==> src/rtl/isp_timing_gen.sv <==
// Video timing and test-pattern source: free-running raster counters, a run/drain FSM
// and a registered decode stage driving the ISP sync/den/RGB stream.
module isp_timing_gen #(
  parameter int unsigned H_ACTIVE = 512,
  parameter int unsigned V_ACTIVE = 512,
  parameter int unsigned H_FP     = 16,
  parameter int unsigned H_SYNC   = 32,
  parameter int unsigned H_BP     = 32,
  parameter int unsigned V_FP     = 2,
  parameter int unsigned V_SYNC   = 2,
  parameter int unsigned V_BP     = 4,
  parameter int unsigned CHK_LOG2 = 5
) (
  input  logic       clk,
  input  logic       reset,
  input  logic       enable,
  input  logic [1:0] pattern_sel,
  output logic       out_vsync,
  output logic       out_hsync,
  output logic       out_den,
  output logic [7:0] out_data_R,
  output logic [7:0] out_data_G,
  output logic [7:0] out_data_B,
  output logic       frame_start
);

  localparam int unsigned H_TOTAL = H_ACTIVE + H_FP + H_SYNC + H_BP;
  localparam int unsigned V_TOTAL = V_ACTIVE + V_FP + V_SYNC + V_BP;
  localparam int unsigned HW      = $clog2(H_TOTAL);
  localparam int unsigned VW      = $clog2(V_TOTAL);

  // Inclusive bounds keep every constant representable in the counter width.
  localparam logic [HW-1:0] H_LAST     = HW'(H_TOTAL - 1);
  localparam logic [HW-1:0] H_ACT_LAST = HW'(H_ACTIVE - 1);
  localparam logic [HW-1:0] HS_FIRST   = HW'(H_ACTIVE + H_FP);
  localparam logic [HW-1:0] HS_LAST    = HW'(H_ACTIVE + H_FP + H_SYNC - 1);
  localparam logic [VW-1:0] V_LAST     = VW'(V_TOTAL - 1);
  localparam logic [VW-1:0] V_ACT_LAST = VW'(V_ACTIVE - 1);
  localparam logic [VW-1:0] VS_FIRST   = VW'(V_ACTIVE + V_FP);
  localparam logic [VW-1:0] VS_LAST    = VW'(V_ACTIVE + V_FP + V_SYNC - 1);

  typedef enum logic [1:0] {
    IDLE  = 2'd0,
    RUN   = 2'd1,
    DRAIN = 2'd2
  } state_e;

  state_e        state_q, state_d;
  logic [HW-1:0] hCnt_q, hCnt_d;
  logic [VW-1:0] vCnt_q, vCnt_d;
  logic [1:0]    pat_q, pat_d;

  logic          vsync_q, hsync_q, den_q, fs_q;
  logic [7:0]    r_q, g_q, b_q;

  logic          lastCycle, active, frameHead;
  logic [HW-1:0] hNext;
  logic [VW-1:0] vNext;
  logic [1:0]    patCur;

  logic          denC, hsC, vsC, fsC;
  logic [7:0]    rC, gC, bC;
  logic [2:0]    barIdx;
  logic          chkBit;

  assign lastCycle = (hCnt_q == H_LAST) && (vCnt_q == V_LAST);
  assign active    = (state_q != IDLE);
  assign frameHead = active && (hCnt_q == '0) && (vCnt_q == '0);
  assign patCur    = frameHead ? pattern_sel : pat_q;
  assign hNext     = (hCnt_q == H_LAST) ? '0 : hCnt_q + 1'b1;
  assign vNext     = (hCnt_q != H_LAST) ? vCnt_q :
                     (vCnt_q == V_LAST) ? '0 : vCnt_q + 1'b1;

  always_ff @(posedge clk or posedge reset) begin
    if (reset) begin
      state_q <= IDLE;
      hCnt_q  <= '0;
      vCnt_q  <= '0;
      pat_q   <= '0;
    end else begin
      state_q <= state_d;
      hCnt_q  <= hCnt_d;
      vCnt_q  <= vCnt_d;
      pat_q   <= pat_d;
    end
  end

  // A started frame always runs to its last cycle; only there does enable decide.
  always_comb begin
    state_d = state_q;
    hCnt_d  = hCnt_q;
    vCnt_d  = vCnt_q;
    pat_d   = pat_q;
    if (frameHead) pat_d = pattern_sel;
    case (state_q)
      IDLE: begin
        hCnt_d = '0;
        vCnt_d = '0;
        if (enable) state_d = RUN;
      end
      RUN: begin
        hCnt_d = hNext;
        vCnt_d = vNext;
        if (!enable) state_d = lastCycle ? IDLE : DRAIN;
      end
      DRAIN: begin
        hCnt_d = hNext;
        vCnt_d = vNext;
        if (enable)         state_d = RUN;
        else if (lastCycle) state_d = IDLE;
      end
      default: begin
        state_d = IDLE;
        hCnt_d  = '0;
        vCnt_d  = '0;
      end
    endcase
  end

  always_comb begin
    barIdx = 3'd0;
    for (int k = 1; k < 8; k++) begin
      if (hCnt_q >= HW'(k * (H_ACTIVE / 8))) barIdx = barIdx + 3'd1;
    end
  end

  assign chkBit = hCnt_q[CHK_LOG2] ^ vCnt_q[CHK_LOG2];

  // Bar colours follow a bit pattern of the bar index: R=~b1, G=~b2, B=~b0.
  always_comb begin
    denC = active && (hCnt_q <= H_ACT_LAST) && (vCnt_q <= V_ACT_LAST);
    hsC  = active && (hCnt_q >= HS_FIRST) && (hCnt_q <= HS_LAST);
    vsC  = active && (vCnt_q >= VS_FIRST) && (vCnt_q <= VS_LAST);
    fsC  = denC && (hCnt_q == '0) && (vCnt_q == '0);
    rC   = 8'h00;
    gC   = 8'h00;
    bC   = 8'h00;
    if (denC) begin
      case (patCur)
        2'd0: begin
          rC = {8{~barIdx[1]}};
          gC = {8{~barIdx[2]}};
          bC = {8{~barIdx[0]}};
        end
        2'd1: begin
          rC = 8'(hCnt_q);
          gC = 8'(hCnt_q);
          bC = 8'(hCnt_q);
        end
        2'd2: begin
          rC = 8'h80;
          gC = 8'h80;
          bC = 8'h80;
        end
        default: begin
          rC = {8{chkBit}};
          gC = {8{chkBit}};
          bC = {8{chkBit}};
        end
      endcase
    end
  end

  always_ff @(posedge clk or posedge reset) begin
    if (reset) begin
      vsync_q <= 1'b0;
      hsync_q <= 1'b0;
      den_q   <= 1'b0;
      fs_q    <= 1'b0;
      r_q     <= 8'h00;
      g_q     <= 8'h00;
      b_q     <= 8'h00;
    end else begin
      vsync_q <= vsC;
      hsync_q <= hsC;
      den_q   <= denC;
      fs_q    <= fsC;
      r_q     <= rC;
      g_q     <= gC;
      b_q     <= bC;
    end
  end

  assign out_vsync   = vsync_q;
  assign out_hsync   = hsync_q;
  assign out_den     = den_q;
  assign frame_start = fs_q;
  assign out_data_R  = r_q;
  assign out_data_G  = g_q;
  assign out_data_B  = b_q;

endmodule

==> config.mk <==
export PLATFORM = sky130hd
export DESIGN_NAME = isp_timing_gen
export DESIGN_NICKNAME = d
export VERILOG_FILES = /design/src/rtl/isp_timing_gen.sv
export SDC_FILE = /design/constraint.sdc
export NUM_CORES = 1
export LEC_CHECK = 0
export CORE_UTILIZATION = 30
export DETAILED_ROUTE_END_ITERATION = 7
export PLACE_DENSITY = 0.57
export SYNTH_ARGS = -nofsm -noshare
export SYNTH_HDL_FRONTEND = slang
export SYNTH_SLANG_ARGS = --single-unit
==> constraint.sdc <==
create_clock -name clk -period 4.8 [get_ports clk]
set_input_delay 0.72 -clock clk [delete_from_list [all_inputs] [get_ports clk]]
set_output_delay 0.72 -clock clk [all_outputs]
set_load 0.01 [all_outputs]
## Yosys cells after proc, flatten, opt, wreduce, memory -nomap -nowiden

Index checks and enable logic that the tools add are counted.

- Memories: 0
- Logic and storage cells: 90
- RAM bits: 0
- Output and inout port bits: 28
- Latch bits: 0
- Register bits: 52
- Input bits: 5
- Memory bits (read-only): 0

- Equal/unequal tests: 11
- Shift-type cells: 0
- Multiply operators: 0
- Muxes and demuxes: 25
- Bitwise logic cells: 4
- Order comparisons: 13
- Divide/modulo/power cells: 0
- Reductions and logical operators: 18
- $add $sub $neg: 8

Operator list:

| kind | number |
|---|---|
| 8-bit one-hot mux with 3 select lines | 3 |
| 10-bit 2-to-1 mux | 5 |
| 10-bit by 9-bit >= comparator with 1-bit output, second input constant | 4 |
| 8-bit 2-to-1 mux | 3 |
| 10-bit by 1-bit adder with 10-bit output, second input constant | 2 |
| 10-bit equality test, second input constant | 2 |
| 10-bit >= comparator, second input constant | 2 |
| 10-bit by 8-bit >= comparator with 1-bit output, second input constant | 2 |
| 10-bit less-or-equal comparator, second input constant | 2 |
| 10-bit by 9-bit less-or-equal comparator with 1-bit output, second input constant | 2 |
| 10-bit logical NOT | 2 |
| 3-bit by 1-bit adder with 3-bit output, second input constant | 6 |
| 3-bit 2-to-1 mux | 6 |
| 2-bit 2-to-1 mux | 6 |
| 1-bit logical AND | 11 |
| 10-bit by 7-bit >= comparator with 1-bit output, second input constant | 1 |
| 10-bit inequality test, second input constant | 1 |
| 2-bit inequality test, second input constant | 3 |
| 2-bit one-hot mux with 3 select lines | 1 |
| 2-bit by 1-bit equality test with 1-bit output, second input constant | 2 |
| 2-bit equality test, second input constant | 2 |
| 2-bit logical NOT | 2 |
| 3-bit inequality test, second input constant | 1 |
| 1-bit NOT | 3 |
| other kinds (5) | 5 |

## Longest topological paths before layout

Gate-level depths: netlist of run 1.

- Depth after elaboration: 17
- Gate-level depth with buffers: 23
- Mapped depth without buffers: 21

## Worst setup path after synthesis of run 1

Ideal clock, no wire load.

- Path type: register to register
- Start: register hCnt_q[8]
- End: register g_q[5], in the netlist out_data_G[5]
- Setup time: 0.138 ns
- Required time: 4.662 ns
- Arrival: 4.441 ns
- Slack: 0.221 ns
- Buffers on the path: 3
- Stages on the path, launching flop included: 24
- Period minus slack after synthesis: 4.579 ns
- Cells stage by stage: dfrtp_1 -> buf_2 -> buf_1 -> or3_1 -> inv_1 -> ha_1 -> clkbuf_1 -> xnor2_1 -> ha_1 -> o21ai_0 -> nand2_1 -> ha_1 -> o21ai_0 -> a31oi_1 -> ha_1 -> nor2_1 -> a31oi_1 -> ha_1 -> and2_1 -> o21a_1 -> a2111oi_1 -> nor4_1 -> o21ai_2 -> o21ai_0

- Word-level cells in the longest chain between the ends: 17
- Elaborated cells on any way between the ends: 33
- Classes of those cells: add/sub: 6; order compare: 8; eq/ne: 2; mux: 10; bitwise: 1; reduce/logical: 6

Ends and longest elaborated chain:

| what | RTL line | source |
|---|---|---|
| from (decl) | 49 | `logic [HW-1:0] hCnt_q, hCnt_d;` |
| from (signal assigned) | 82 | `hCnt_q <= hCnt_d;` |
| 10-bit by 7-bit >= comparator with 1-bit output | 123 | `if (hCnt_q >= HW'(k * (H_ACTIVE / 8))) barIdx = barIdx + 3'd1;` |
| 1-bit 2-to-1 mux | 123 |  |
| 3-bit by 1-bit adder with 3-bit output | 123 |  |
| 3-bit 2-to-1 mux | 123 |  |
| 3-bit by 1-bit adder with 3-bit output | 123 |  |
| 3-bit 2-to-1 mux | 123 |  |
| 3-bit by 1-bit adder with 3-bit output | 123 |  |
| 3-bit 2-to-1 mux | 123 |  |
| [2 not listed] | n/a |  |
| 3-bit by 1-bit adder with 3-bit output | 123 |  |
| 3-bit 2-to-1 mux | 123 |  |
| 3-bit by 1-bit adder with 3-bit output | 123 |  |
| 3-bit 2-to-1 mux | 123 |  |
| 1-bit NOT | 142 | `gC = {8{~barIdx[2]}};` |
| 8-bit one-hot mux with 3 select lines | 139 | `case (patCur)` |
| 8-bit 2-to-1 mux * | 138 | `if (denC) begin` |
| named net gC[5] | 62 | `logic [7:0] rC, gC, bC;` |
| to (signal assigned) | 179 | `g_q <= gC;` |
| to (decl) | 54 | `logic [7:0] r_q, g_q, b_q;` |

Mark *: on every way through the listed nets, which the timed path passes. The rest lies on a longest branch.
A chain may end at the register's enable or synchronous reset.

## Worst setup path in the final report of run 1

- Start: register hCnt_q[6]
- End: register g_q[6], in the netlist out_data_G[6]

Same word-level chain as after synthesis.

==> out/metrics.csv, run 1 <==
metric;value;unit
status;finished clean;
routed wire length;6.10;mm
IO Port Bufs;32;
vias in the first global route;2149;
reg-to-reg critical path endpoint;out_data_G[6]$_DFF_PP0_;
Slew @ Worst Pin;1050;ps
grt ovf;0;
initial antenna violation count;0;
Worst Skew;6.14;ps
Worst R2R Start;hCnt_q[6]$_DFF_PP0_;
Final setup viols;0;
Setup TNS;0;ps
Root Buffer;clkbuf_8;
synthesized net count;337;
H-tree Lvls;2;
area grow syn2layout;20.2;%
CTS tree;done;
met1 Track Usage GR;18.1;%
Most Frequent Cell on Critical Path;ha_1;
drt first pass iters;4;
syn avg cell area;9.02;um^2
Die Ht;99.6;um
GPL Wtd Cong;0.785;
Starting Density;31.0;%
number of cells on the critical path;22;
max cap viols;0;
Peak VDD IR;169;uV
startpoint type of the worst setup path;flip-flop;
wire length per cell;12.7;um
Worst EP required;4980;ps
Setup crit start;hCnt_q[6]$_DFF_PP0_;
DRC Markers;0;
Cell Chain, Critical Path;nor4_4, inv_1, ha_1, inv_1, mux2i_1, ha_1, o21ai_0, nand2_1, ha_1, o21ai_0, a31oi_1, ha_1, nor2_1, a31oi_1, ha_1, and2_1, o21a_1, a2111oi_2, nor4_1, o21ai_2, buf_4, nand2_1;
R2R Setup Slk;400;ps
WS Path Type;reg2reg;
crit path buf inv count;3;
initial DRC count;69;
first-pass GRT wire length;10.3;mm
ANT cells;0;
clk sinks;52;
RSZ-0062 raised after global routing;no;
CP Capture Type;flip-flop;
Vias;2282;
gr usage total;12.9;%
filler instances;938;
busiest grt layer;met2;
fin crit share;91.7;%
Hold WC Path Type;reg2reg;
crit path capture;out_data_G[6]$_DFF_PP0_;
Antenna Nets Post-Route;0;
CTS Buf Count;5;
count of different cell masters after synthesis;48;
worst r2r path cells;22;
Die ar.;0.00993;mm^2
Layout Nets;370;
Die Wd;99.6;um
Leak;1.61;nW
Final Hold Vio Count;0;
row cnt;35;
cells after synthesis;317;
met3 usage;2.67;%
clock tree buffer depth;2;
met2 Usage GRT;20.6;%
Top Family by Delay on Critical Path;adder cells;
Warnings, synthesis;0;
hpwl dp;4.58;mm
Synth Cell Area;0.00286;mm^2
Slew HR;29.7;%
later-pin clock latency in the skew report;310;ps
register bit total from synthesis;52;
total power;1.55;mW
Reg clk slew, reported paths;90;ps
crit-path max FO;7;
Slew Viols, Final;0;
Power Dens Cells;452;mW/mm^2
Core Area;0.00924;mm^2
Max stage delay cell, worst path;dfrtp_1;
Vias/cell;4.75;
slowest stage delay, CP;500;ps
fmax;0.227;GHz
layout cells sized above 1;7.41;%
Seq/Total Area, Yosys;45.5;%
I/O Pins;33;
Final min period;4400;ps
largest net degree at the start of global routing;53;
arrival time at the worst endpoint;4580;ps
==> sequential cells by signal, summed over array words and instances, names as in the netlist, 2 cells and up <==
name        flops
hCnt_q         10
vCnt_q         10
out_data_B      8
out_data_G      8
out_data_R      8
pat_q           2
state_q         2
==> cell usage after synthesis (all sizes together) <==
library cell / n / area share [%]
a2111oi: 1 / 0.35
a21boi: 2 / 0.52
a21o: 2 / 0.52
a21oi: 17 / 3.1
a31oi: 4 / 0.87
a41oi: 1 / 0.31
and2: 10 / 2.2
and3: 5 / 1.1
and4: 1 / 0.31
buf: 6 / 1.0
clkbuf: 6 / 0.79
dfrtp: 52 / 45
ha: 15 / 6.6
inv: 17 / 2.2
mux2i: 2 / 0.70
nand2: 49 / 6.4
nand2b: 1 / 0.22
nand3: 14 / 2.4
nand4: 6 / 1.3
nor2: 28 / 3.8
nor2b: 5 / 1.1
nor3: 8 / 1.4
nor3b: 2 / 0.52
nor4: 4 / 1.6
nor4b: 1 / 0.52
o211ai: 7 / 1.8
o21a: 1 / 0.26
o21ai: 20 / 3.6
o21bai: 1 / 0.26
o22a: 1 / 0.31
o31a: 1 / 0.31
o31ai: 3 / 0.96
o41ai: 1 / 0.31
or2: 1 / 0.22
or3: 2 / 0.44
or4: 1 / 0.26
xnor2: 12 / 3.7
xor2: 7 / 2.1
==> per-stage QoR <==
stage                     hold slack (ps)  utilization (%)  instance area (um^2)  setup slack (ps)  cells
after global routing                  569             37.2                  3440              96.6    480
final                                 515             37.2                  3440               400    480
after floorplan                       473                -                  2860               221    317
after detailed placement              511             36.0                  3330               144    471
after CTS                             524             37.0                  3420               133    479
after global placement                518             36.0                  3330               354    471
==> metal layers <==
metal,vias to the layer above,wire [um]
li1,1151,-
met1,1080,3060
met2,47,2800
met3,4,201
met4,0,28
met5,-,0
==> cell families after synthesis <==
family                   synth area share [%]
flip-flops                               45.5
AO/OA/AOI/OAI                            13.6
buffers and inverters                    4.02
multiplexers                            0.700
adder cells (fa/ha/maj)                  6.56
AND/OR/NAND/NOR                          23.8
XOR/XNOR                                 5.82
==> worst min-delay path by stage <==
stage	slack, ps	endpoint	start	cells past startpoint
detailed placement	510	hCnt_q[0]$_DFF_PP0_	hCnt_q[0]$_DFF_PP0_	1
CTS	520	hCnt_q[0]$_DFF_PP0_	hCnt_q[0]$_DFF_PP0_	1
floorplan	470	hCnt_q[0]$_DFF_PP0_	hCnt_q[0]$_DFF_PP0_	1
finish	520	hCnt_q[0]$_DFF_PP0_	hCnt_q[0]$_DFF_PP0_	1
global route	570	hCnt_q[0]$_DFF_PP0_	hCnt_q[0]$_DFF_PP0_	1
global placement	520	hCnt_q[0]$_DFF_PP0_	hCnt_q[0]$_DFF_PP0_	1
==> power breakdown <==
part	switching [mW]	total, mW	internal (mW)	leakage, nW
logic	0.406	0.698	0.292	0.867
registers	0.0494	0.601	0.552	0.691
clock network	0.148	0.253	0.105	0.0485
==> area by class of cell <==
type | instances | area [um^2] | area share [%]
clock inverter | 3 | 22.5 | 0.655
multi-input combinational | 236 | 1450 | 42.3
timing repair buffer | 38 | 365 | 10.6
inverter | 17 | 63.8 | 1.86
sequential | 52 | 1300 | 37.9
clock buffer | 5 | 68.8 | 2.00
tap | 129 | 161 | 4.70
==> cell usage in the layout, fill, tap and decap left out, types with 7 or more instances in the layout <==
master / instances
a21oi_1: 16
and2_1: 9
clkdlybuf4s50_1: 32
dfrtp_1: 52
ha_1: 15
inv_1: 15
nand2_1: 49
nand3_1: 14
nor2_1: 27
nor3_1: 7
o211ai_1: 7
o21ai_0: 18
xnor2_1: 12
xor2_1: 7
==> repair_timing <==
| action | in CTS | in global routing |
|---|---|---|
| gates resized for setup | 0 | 2 |
| setup buffers | 0 | 1 |
| endpoints found under the setup margin | 0 | 8 |
| hold buffers | 0 | 0 |
No activity file was read; power rests on OpenSTA's default activity.
==> run 2, diff against run 1 <==
--- a/config.mk
+++ b/config.mk
@@ -7,7 +7,9 @@
 export LEC_CHECK = 0
 export CORE_UTILIZATION = 30
 export DETAILED_ROUTE_END_ITERATION = 7
+export HOLD_SLACK_MARGIN = 0.05
 export PLACE_DENSITY = 0.57
+export REMOVE_ABC_BUFFERS = 1
 export SYNTH_ARGS = -nofsm -noshare
 export SYNTH_HDL_FRONTEND = slang
 export SYNTH_SLANG_ARGS = --single-unit
==> out/metrics.csv, run 2 (synthesis gave the netlist of run 1 again) <==
metric;value;unit
worst hold path endpoint;hCnt_q[0]$_DFF_PP0_;
status;finished clean;
sw power;0.601;mW
Die Wd;99.6;um
later-pin clock latency in the skew report;310;ps
Vias/cell;4.60;
Slew @ Worst Pin;1040;ps
top flop regs;hCnt_q x10, vCnt_q x10;
Worst Skew;8.93;ps
max cap viols;0;
Die Ht;99.6;um
grt ovf;0;
Sequential Power Share;38.6;%
initial antenna violation count;0;
CTS Hold Buffers Added;0;
fin crit share;92.8;%
gr usage total;12.9;%
CTS Buf Count;5;
reg-to-reg critical path endpoint;out_data_G[2]$_DFF_PP0_;
Root Buffer;clkbuf_8;
WS Path Type;reg2reg;
most common cell after layout, fill and taps aside;dfrtp_1;
wire length per cell;12.4;um
worst r2r path cells;22;
IO Port Bufs;32;
Starting Density;31.0;%
Power Dens Cells;451;mW/mm^2
Setup WS pre-CTS;119;ps
Reg clk slew, reported paths;100;ps
Clock Power Share;16.7;%
crit-path max FO;10;
Slew Viols, Final;0;
Hold WC Path Type;reg2reg;
Vias;2207;
worst hold path startpoint;hCnt_q[0]$_DFF_PP0_;
worst setup margin;345;ps
Setup crit start;hCnt_q[6]$_DFF_PP0_;
largest net degree at the start of global routing;53;
Final Hold Vio Count;0;
CTS tree;done;
Core Area;0.00924;mm^2
Worst R2R Start;hCnt_q[6]$_DFF_PP0_;
fmax;0.224;GHz
area grow syn2layout;20.3;%
routed wire length;5.93;mm
clock tree buffer depth;2;
R2R Setup Slk;340;ps
P_int;0.951;mW
DRC Markers;0;
startpoint type of the worst setup path;flip-flop;
RSZ-0062 raised after global routing;no;
Sw Ratio;38.7;%
I/O Pins;33;
ANT cells;0;
Die ar.;0.00993;mm^2
clk sinks;52;
Leak;1.60;nW
drt first pass iters;4;
Antenna Nets Post-Route;0;
initial DRC count;113;
Layout Nets;370;
commonest cells after routing, fill and taps aside;dfrtp_1, nand2_1, clkdlybuf4s50_1;
layout cells sized above 1;7.69;%
GPL Wtd Cong;0.813;
first-pass GRT wire length;10.3;mm
Setup TNS;0;ps
Worst EP required;4990;ps
logic gate share of total power;44.8;%
Final min period;4460;ps
row cnt;35;
Final setup viols;0;
hpwl dp;4.45;mm
vias in the first global route;2119;
worst hold stages;1;
Slew HR;30.3;%
CP Capture Type;flip-flop;
H-tree Lvls;2;
Peak VDD IR;231;uV
arrival time at the worst endpoint;4650;ps
run 2: cell type report:
class	count	area (um^2)
Clock buffer	5	68.8
Clock inverter	3	25.0
Fill cell	938	5800
Inverter	17	63.8
Multi-Input combinational cell	236	1450
Sequential cell	52	1300
Tap cell	129	161
Timing Repair Buffer	38	365
run 2: critical path, stage by stage (launching register included):
cell and delay (ps):
dfrtp_2 490, nor4_4 360, inv_1 80, ha_1 270
inv_1 80, mux2i_1 70, ha_1 270, o21ai_0 100
nand2_1 90, ha_1 320, o21ai_0 90, a31oi_1 180
ha_1 250, nor2_1 110, a31oi_1 70, ha_1 240
and2_1 200, o21a_1 190, a2111oi_2 340, nor4_1 150
o21ai_2 190, buf_4 160, nand2_1 50
run 2: how the worst max path moves through the flow:
stage	to	slack (ps)	depth (start not counted)
after global routing	out_data_G[2]$_DFF_PP0_	20	22
after detailed placement	out_data_G[5]$_DFF_PP0_	120	20
final	out_data_G[2]$_DFF_PP0_	340	22
after global placement	out_data_G[5]$_DFF_PP0_	340	20
after floorplan	out_data_G[5]$_DFF_PP0_	430	20
after CTS	out_data_G[5]$_DFF_PP0_	80	20
run 2: power by group through the flow:
| stage | clock network [mW] | registers, mW | logic [mW] |
|---|---|---|---|
| floorplan | 0 | 0.645 | 0.376 |
| global placement | 0 | 0.610 | 0.681 |
| detailed placement | 0 | 0.609 | 0.697 |
| CTS | 0.272 | 0.600 | 0.697 |
| global route | 0.290 | 0.610 | 0.783 |
| finish | 0.258 | 0.598 | 0.695 |
run 2: metrics by stage:
| stage | util (%) | cells | cell area [um^2] | hold WS, ps | total power [mW] |
|---|---|---|---|---|---|
| 2_1_floorplan | - | 305 | 2810 | 475 | 1.02 |
| 3_3_place_gp | 36.0 | 471 | 3330 | 501 | 1.29 |
| 3_5_place_dp | 36.0 | 471 | 3330 | 507 | 1.31 |
| 4_1_cts | 37.0 | 479 | 3420 | 518 | 1.57 |
| 5_1_grt | 37.2 | 480 | 3440 | 567 | 1.68 |
| 6_report | 37.2 | 480 | 3440 | 517 | 1.55 |
run 2: repair_timing:
item | CTS | global route
resized for setup | 0 | 3
endpoints found under the setup margin | 0 | 8
setup buffers | 0 | 1
run 2: metal layers:
layer / track usage [%] / wire [um] / up-vias / share of wire, %
met4: 3.39 / 38 / 0 / 0.64
li1: - / - / 1150 / -
met5: 0 / 0 / - / 0
met1: 18.1 / 3050 / 1014 / 52
met2: 20.1 / 2660 / 36 / 45
met3: 2.74 / 181 / 7 / 3.1
==> run 3, diff against run 2 <==
--- a/config.mk
+++ b/config.mk
@@ -10,6 +10,7 @@
 export HOLD_SLACK_MARGIN = 0.05
 export PLACE_DENSITY = 0.57
 export REMOVE_ABC_BUFFERS = 1
+export SETUP_SLACK_MARGIN = 0.02
 export SYNTH_ARGS = -nofsm -noshare
 export SYNTH_HDL_FRONTEND = slang
 export SYNTH_SLANG_ARGS = --single-unit
==> results of run 3 <==
No change in the layout: final DEF, timing and power equal those of run 2.
